**src/rtl/mem_port_arbiter_pkg.sv**
```systemverilog
// mem_port_arbiter_pkg: shared FSM/owner encodings, default widths and owner helper for the memory port arbiter.
package mem_port_arbiter_pkg;
    localparam int DEF_DATA_WIDTH = 8;
    localparam int DEF_ADDR_WIDTH = 8;
    typedef enum logic [1:0] {ARB_IDLE, ARB_BUSY, ARB_DONE} arb_state_t;
    typedef enum logic {OWNER_CORE, OWNER_DBG} owner_t;
    function automatic owner_t other_owner(input owner_t o);
        return o == OWNER_CORE ? OWNER_DBG : OWNER_CORE;
    endfunction
endpackage

```
**src/rtl/mem_port_arbiter_if.sv**
```systemverilog
// mem_port_arbiter_if: core, debug and memory-side signals of the shared memory port.
// master = environment (core, debug loader, memory model), slave = arbiter.
interface mem_port_arbiter_if #(
    parameter int DATA_WIDTH = mem_port_arbiter_pkg::DEF_DATA_WIDTH,
    parameter int ADDR_WIDTH = mem_port_arbiter_pkg::DEF_ADDR_WIDTH
);
    logic                  core_req;
    logic                  core_we;
    logic [ADDR_WIDTH-1:0] core_addr;
    logic [DATA_WIDTH-1:0] core_wdata;
    logic                  core_gnt;
    logic                  core_done;
    logic [DATA_WIDTH-1:0] core_rdata;
    logic                  dbg_req;
    logic                  dbg_we;
    logic [ADDR_WIDTH-1:0] dbg_addr;
    logic [DATA_WIDTH-1:0] dbg_wdata;
    logic                  dbg_gnt;
    logic                  dbg_done;
    logic [DATA_WIDTH-1:0] dbg_rdata;
    logic                  mem_en;
    logic                  mem_we;
    logic [ADDR_WIDTH-1:0] mem_addr;
    logic [DATA_WIDTH-1:0] mem_wdata;
    logic [DATA_WIDTH-1:0] mem_rdata;
    logic                  mem_ready;
    modport master (
        output core_req, core_we, core_addr, core_wdata,
        output dbg_req, dbg_we, dbg_addr, dbg_wdata,
        output mem_rdata, mem_ready,
        input  core_gnt, core_done, core_rdata,
        input  dbg_gnt, dbg_done, dbg_rdata,
        input  mem_en, mem_we, mem_addr, mem_wdata
    );
    modport slave (
        input  core_req, core_we, core_addr, core_wdata,
        input  dbg_req, dbg_we, dbg_addr, dbg_wdata,
        input  mem_rdata, mem_ready,
        output core_gnt, core_done, core_rdata,
        output dbg_gnt, dbg_done, dbg_rdata,
        output mem_en, mem_we, mem_addr, mem_wdata
    );
endinterface

```
**src/rtl/mem_port_arbiter_pick.sv**
```systemverilog
// mem_arb_pick: combinational winner select; prio breaks ties when both requesters are eligible.
module mem_arb_pick
    import mem_port_arbiter_pkg::*;
(
    input  logic   core_el,
    input  logic   dbg_el,
    input  owner_t prio,
    output logic   any,
    output owner_t win
);
    always_comb begin
        any = core_el | dbg_el;
        win = (core_el && dbg_el) ? prio : (core_el ? OWNER_CORE : OWNER_DBG);
    end
endmodule

```
**src/rtl/mem_port_arbiter.sv**
```systemverilog
// mem_port_arbiter: shares one memory port between core and debug with an IDLE/BUSY/DONE handshake FSM.
// MEM_ARB_ROUND_ROBIN_EN selects round-robin tie-break; otherwise the core always wins ties.
module mem_port_arbiter
    import mem_port_arbiter_pkg::*;
(
    input logic               clk,
    input logic               rst_n,
    mem_port_arbiter_if.slave bus
);
    arb_state_t state;
    owner_t     owner;
    owner_t     prio;
    owner_t     win;
    logic       any;

`ifdef MEM_ARB_ROUND_ROBIN_EN
    owner_t rr_ptr;
    always_ff @(posedge clk or negedge rst_n) begin
        if (!rst_n) rr_ptr <= OWNER_CORE;
        else if (state == ARB_IDLE && any) rr_ptr <= other_owner(win);
    end
    assign prio = rr_ptr;
`else
    assign prio = OWNER_CORE;
`endif

    mem_arb_pick u_pick (
        .core_el (bus.core_req & ~bus.core_done),
        .dbg_el  (bus.dbg_req & ~bus.dbg_done),
        .prio    (prio),
        .any     (any),
        .win     (win)
    );

    always_ff @(posedge clk or negedge rst_n) begin
        if (!rst_n) begin
            state          <= ARB_IDLE;
            owner          <= OWNER_CORE;
            bus.mem_en     <= 1'b0;
            bus.mem_we     <= 1'b0;
            bus.mem_addr   <= '0;
            bus.mem_wdata  <= '0;
            bus.core_gnt   <= 1'b0;
            bus.dbg_gnt    <= 1'b0;
            bus.core_done  <= 1'b0;
            bus.dbg_done   <= 1'b0;
            bus.core_rdata <= '0;
            bus.dbg_rdata  <= '0;
        end else begin
            case (state)
                ARB_IDLE: if (any) begin
                    state         <= ARB_BUSY;
                    owner         <= win;
                    bus.mem_en    <= 1'b1;
                    bus.mem_we    <= (win == OWNER_DBG) ? bus.dbg_we : bus.core_we;
                    bus.mem_addr  <= (win == OWNER_DBG) ? bus.dbg_addr : bus.core_addr;
                    bus.mem_wdata <= (win == OWNER_DBG) ? bus.dbg_wdata : bus.core_wdata;
                    bus.core_gnt  <= win == OWNER_CORE;
                    bus.dbg_gnt   <= win == OWNER_DBG;
                end
                ARB_BUSY: if (bus.mem_ready) begin
                    state         <= ARB_DONE;
                    bus.mem_en    <= 1'b0;
                    bus.core_gnt  <= 1'b0;
                    bus.dbg_gnt   <= 1'b0;
                    bus.core_done <= owner == OWNER_CORE;
                    bus.dbg_done  <= owner == OWNER_DBG;
                    if (!bus.mem_we && owner == OWNER_CORE) bus.core_rdata <= bus.mem_rdata;
                    if (!bus.mem_we && owner == OWNER_DBG) bus.dbg_rdata <= bus.mem_rdata;
                end
                default: begin
                    state         <= ARB_IDLE;
                    bus.core_done <= 1'b0;
                    bus.dbg_done  <= 1'b0;
                end
            endcase
        end
    end

    // Grants are exclusive and live exactly as long as the BUSY phase.
    a_gnt_onehot: assert property (@(posedge clk) disable iff (!rst_n) !(bus.core_gnt && bus.dbg_gnt));
    a_gnt_busy: assert property (@(posedge clk) disable iff (!rst_n)
        (bus.core_gnt || bus.dbg_gnt) == (state == ARB_BUSY));
endmodule

```
**src/flat_wrapper.sv**
```systemverilog
// flat-port wrapper written by rule: the top's interface ports become plain ports
module mem_port_arbiter_flat import mem_port_arbiter_pkg::*;
  (clk, rst_n, bus_core_req, bus_core_we, bus_core_addr, bus_core_wdata, bus_dbg_req, bus_dbg_we, bus_dbg_addr, bus_dbg_wdata, bus_mem_rdata, bus_mem_ready, bus_core_gnt, bus_core_done, bus_core_rdata, bus_dbg_gnt, bus_dbg_done, bus_dbg_rdata, bus_mem_en, bus_mem_we, bus_mem_addr, bus_mem_wdata);
  mem_port_arbiter_if bus_i ();
  input logic clk;
  input logic rst_n;
  input wire logic [$bits(bus_i.core_req)-1:0] bus_core_req;
  input wire logic [$bits(bus_i.core_we)-1:0] bus_core_we;
  input wire logic [$bits(bus_i.core_addr)-1:0] bus_core_addr;
  input wire logic [$bits(bus_i.core_wdata)-1:0] bus_core_wdata;
  input wire logic [$bits(bus_i.dbg_req)-1:0] bus_dbg_req;
  input wire logic [$bits(bus_i.dbg_we)-1:0] bus_dbg_we;
  input wire logic [$bits(bus_i.dbg_addr)-1:0] bus_dbg_addr;
  input wire logic [$bits(bus_i.dbg_wdata)-1:0] bus_dbg_wdata;
  input wire logic [$bits(bus_i.mem_rdata)-1:0] bus_mem_rdata;
  input wire logic [$bits(bus_i.mem_ready)-1:0] bus_mem_ready;
  output wire logic [$bits(bus_i.core_gnt)-1:0] bus_core_gnt;
  output wire logic [$bits(bus_i.core_done)-1:0] bus_core_done;
  output wire logic [$bits(bus_i.core_rdata)-1:0] bus_core_rdata;
  output wire logic [$bits(bus_i.dbg_gnt)-1:0] bus_dbg_gnt;
  output wire logic [$bits(bus_i.dbg_done)-1:0] bus_dbg_done;
  output wire logic [$bits(bus_i.dbg_rdata)-1:0] bus_dbg_rdata;
  output wire logic [$bits(bus_i.mem_en)-1:0] bus_mem_en;
  output wire logic [$bits(bus_i.mem_we)-1:0] bus_mem_we;
  output wire logic [$bits(bus_i.mem_addr)-1:0] bus_mem_addr;
  output wire logic [$bits(bus_i.mem_wdata)-1:0] bus_mem_wdata;
  assign bus_i.core_req = bus_core_req;
  assign bus_i.core_we = bus_core_we;
  assign bus_i.core_addr = bus_core_addr;
  assign bus_i.core_wdata = bus_core_wdata;
  assign bus_i.dbg_req = bus_dbg_req;
  assign bus_i.dbg_we = bus_dbg_we;
  assign bus_i.dbg_addr = bus_dbg_addr;
  assign bus_i.dbg_wdata = bus_dbg_wdata;
  assign bus_i.mem_rdata = bus_mem_rdata;
  assign bus_i.mem_ready = bus_mem_ready;
  assign bus_core_gnt = bus_i.core_gnt;
  assign bus_core_done = bus_i.core_done;
  assign bus_core_rdata = bus_i.core_rdata;
  assign bus_dbg_gnt = bus_i.dbg_gnt;
  assign bus_dbg_done = bus_i.dbg_done;
  assign bus_dbg_rdata = bus_i.dbg_rdata;
  assign bus_mem_en = bus_i.mem_en;
  assign bus_mem_we = bus_i.mem_we;
  assign bus_mem_addr = bus_i.mem_addr;
  assign bus_mem_wdata = bus_i.mem_wdata;
  mem_port_arbiter u_core (.clk(clk), .rst_n(rst_n), .bus(bus_i));
endmodule
```
**config.mk**
```make
export PLATFORM = sky130hd
export DESIGN_NAME = mem_port_arbiter_flat
export DESIGN_NICKNAME = d
export VERILOG_FILES = /design/src/rtl/mem_port_arbiter_pkg.sv /design/src/rtl/mem_port_arbiter_if.sv /design/src/rtl/mem_port_arbiter_pick.sv /design/src/rtl/mem_port_arbiter.sv /design/src/flat_wrapper.sv
export SDC_FILE = /design/constraint.sdc
export NUM_CORES = 1
export LEC_CHECK = 0
export ABC_AREA = 1
export CAP_MARGIN = 20
export CELL_PAD_IN_SITES_DETAIL_PLACEMENT = 2
export CELL_PAD_IN_SITES_GLOBAL_PLACEMENT = 2
export CORE_ASPECT_RATIO = 1.2
export CORE_UTILIZATION = 22
export DETAILED_ROUTE_END_ITERATION = 7
export PLACE_DENSITY_LB_ADDON = 0.15
export REMOVE_ABC_BUFFERS = 1
export SLEW_MARGIN = 20
export SYNTH_ARGS = -nofsm -noshare
export SYNTH_HDL_FRONTEND = slang
export SYNTH_HIERARCHICAL = 1
export SYNTH_SLANG_ARGS = --single-unit
```
**constraint.sdc**
```tcl
create_clock -name clk -period 1.6 [get_ports clk]
set_clock_uncertainty 0.05 [all_clocks]
set_input_delay 0.16 -clock clk [delete_from_list [all_inputs] [get_ports clk]]
set_output_delay 0.16 -clock clk [all_outputs]
set_load 0.01 [all_outputs]
```
==> impl_metrics.py <==
metrics = {
    "job": {
        "max_cap_violations": 0,
    },
    "logic_synthesis": {
        "yosysMostFrequentCell": "nand2_1",
        "synth-seq-cells": 41,
        "yosys_warnings": 6,
        "syn_area_per_cell_sq_um": 7.87,
        "yosysTopAreaCell": "dfrtp_1",
        "synthTopCellsByArea": "dfrtp_1 (53%), nand2_1 (28%), inv_1 (3.1%), o21bai_1 (3.1%), nand4_1 (2.6%)",
        "ys_types": 19,
        "ys_top_cells_by_count": "nand2_1 (144), dfrtp_1 (41), inv_1 (16)",
        "synth_cells": 248,
        "yosysSeqAreaShare_pct": 52.6,
        "synth_edf_count": 0,
        "synth-async-reset-ratio_pct": 100,
        "synth_top_area_share_pct": 52.6,
        "netlist_area_sq_mm": 0.00195,
        "synth_flop_cell": "dfrtp_1",
    },
    "route": {
        "wl_per_cell_um": 13.7,
        "first_pass_iters": 4,
        "antenna_left": 0,
        "wl_met3_um": 491,
        "top_layer": "met4",
        "wirelength_um": 6250,
        "via_per_inst": 4.20,
        "drc": 0,
        "drt-met1-wl_um": 2600,
        "via_count": 1919,
        "wl_met2_um": 3060,
        "drtIter0Drc": 40,
    },
    "critical_path": {
        "path_class": "reg -> out",
        "crit_start": "u_core/bus.mem_we$_DFFE_PN0P_",
        "cp-end-kind": "primary output",
        "critPathTopFamily": "buffers and inverters",
        "slowest_stage": "clkdlybuf4s50_1",
        "cp.arrival_ns": 1.31,
        "path_cells": "clkdlybuf4s50_1",
        "start_kind": "flop",
        "rr_worst_depth": 7,
        "critPathMaxStageDelay_ns": 0.57,
        "reg2reg_from": "u_core/bus.core_done$_DFFE_PN0P_",
        "worstPathMaxFanout": 3,
        "reg2reg_slack_ns": 0.26,
        "required_ns": 1.39,
        "reg2reg_to": "u_core/bus.mem_wdata[4]$_DFFE_PN0P_",
        "cp_num_buf_inv": 1,
    },
    "sta": {
        "hold_viol": 0,
        "rsz0062_at_grt": "false",
        "drv_slew": 0,
        "max_freq_mhz": 659,
        "min_period_over_period_pct": 94.9,
        "setup_ws_ns": 0.0817,
        "fin_setup_tns_ns": 0,
        "fin_crit_ns": 1.52,
        "setup_violations": 0,
    },
    "placement": {
        "port_buffers": 84,
        "dp_hpwl_um": 4750,
        "place_ws_ns": 0.00611,
        "gp_congestion": 0.713,
        "placed_cell_area_sq_mm": 0.00295,
    },
    "global_routing": {
        "grt_overflow": 0,
        "grt_max_degree": 26,
        "grt_pass1_vias": 2025,
        "grt.total_usage_pct": 14.9,
        "antenna_found_initial": 0,
        "grt_pass1_wl_um": 10200,
    },
    "layout": {
        "seqCellArea_sq_mm": 0.00103,
        "area_growth_pct": 56.7,
        "postLayoutCellArea_sq_mm": 0.00306,
        "multiInputGateArea_sq_um": 802,
        "drive_gt1_share_pct": 7.65,
        "postLayoutCoreUtil_pct": 35.5,
        "fin_nets": 386,
        "fillers": 1009,
        "diodes": 0,
    },
    "clock_tree": {
        "clkTransAtPathRegs_ns": 0.08,
        "root_buffer": "clkbuf_8",
        "cts_tree": "built",
        "clock_path_buffers": 2,
        "htreeDepth": 2,
        "cts.repair.resized": 0,
        "clk_latency_ns": 0.30,
        "clkSinkCount": 41,
        "cts_buffers": 5,
    },
    "floorplan": {
        "io_pins": 85,
        "rows": 37,
        "die_y_um": 105,
        "core_area_sq_mm": 0.00861,
        "dieArea_sq_mm": 0.00925,
        "die_w_um": 88.0,
        "start_util_pct": 22.7,
    },
    "power_and_ir_drop": {
        "ir_drop_uv": 547,
        "power.leakage_nw": 1.52,
        "power.density_mw_per_mm2": 1710,
        "report.power.total_mw": 5.24,
    },
    "hold_path": {
        "hp-class": "in -> async",
    },
    "outcome": {
        "outcome": "completed",
    },
}
## worst max-delay path by stage
stage,end,slack (ns),depth (start not counted)
5_1_grt,bus_mem_we,0.04,1
3_3_place_gp,u_core/bus.mem_wdata[3]$_DFFE_PN0P_,0.05,9
2_1_floorplan,u_core/bus.mem_we$_DFFE_PN0P_,0.12,7
3_5_place_dp,u_core/bus.mem_wdata[4]$_DFFE_PN0P_,0.006,9
6_report,bus_mem_we,0.08,1
4_1_cts,bus_mem_we,0.05,1
## layout by cell type, fill, tap and decap left out, types with 2 or more instances in the layout
cell / netlist / final
nand2_1: 144 / 144
inv_1: 16 / 16
nor2_1: 2 / 2
o21bai_1: 8 / 8
nand3_4: 2 / 2
nand3_1: 4 / 4
nor2_4: 2 / 2
o21ai_0: 3 / 3
clkdlybuf4s50_1: 0 / 83
dfrtp_1: 41 / 41
buf_4: 5 / 6
o21ai_1: 2 / 2
nand4_1: 8 / 8
clkbuf_8: 0 / 7
inv_2: 3 / 3
## cell families after synthesis
family | synth area share [%]
AO/OA/AOI/OAI | 4.62
flip-flops | 52.6
AND/OR/NAND/NOR | 36.3
other | 0.192
buffers and inverters | 6.35
## flip-flops by register name, indices dropped and copies added, names as in the netlist
register,flops
u_core/bus.core_rdata,8
u_core/bus.dbg_rdata,8
u_core/bus.mem_addr,8
u_core/bus.mem_wdata,8
u_core/state,2
u_core/bus.core_done,1
u_core/bus.core_gnt,1
u_core/bus.dbg_done,1
u_core/bus.dbg_gnt,1
u_core/bus.mem_en,1
u_core/bus.mem_we,1
u_core/owner,1
## area by class of cell
class / instances / area share [%]
flip-flops and latches: 41 / 33.6
multi-input cells: 180 / 26.2
inverters: 19 / 2.33
repair buffers: 92 / 29.8
clock inverters: 1 / 0.164
well taps: 117 / 4.79
clock buffers: 7 / 3.15
## where the power goes
group | leakage, nW | switching [mW] | total [mW] | internal (mW)
clock network | 0.0542 | 0.372 | 0.762 | 0.390
registers | 0.509 | 0.323 | 1.84 | 1.52
logic | 0.957 | 1.34 | 2.64 | 1.30
total | 1.52 | 2.04 | 5.24 | 3.21
## stage by stage
step | hold WS (ns) | std cells
2_1_floorplan | -0.186 | 240
3_3_place_gp | 0.0774 | 448
3_5_place_dp | 0.0830 | 448
4_1_cts | 0.308 | 457
5_1_grt | 0.319 | 457
6_report | 0.311 | 457
## routing by layer
layer / global-route usage (%) / up-vias
met5: 0 / -
met3: 5.45 / 6
met1: 16.7 / 907
li1: - / 936
met4: 5.97 / 0
met2: 25.1 / 70
## what timing repair did
action | 4_1_cts | 5_1_grt
hold buffers | 1 | 0
setup buffers | 0 | 0
endpoints found under the hold margin | 16 | 0
No activity file was read; power rests on OpenSTA's default activity.
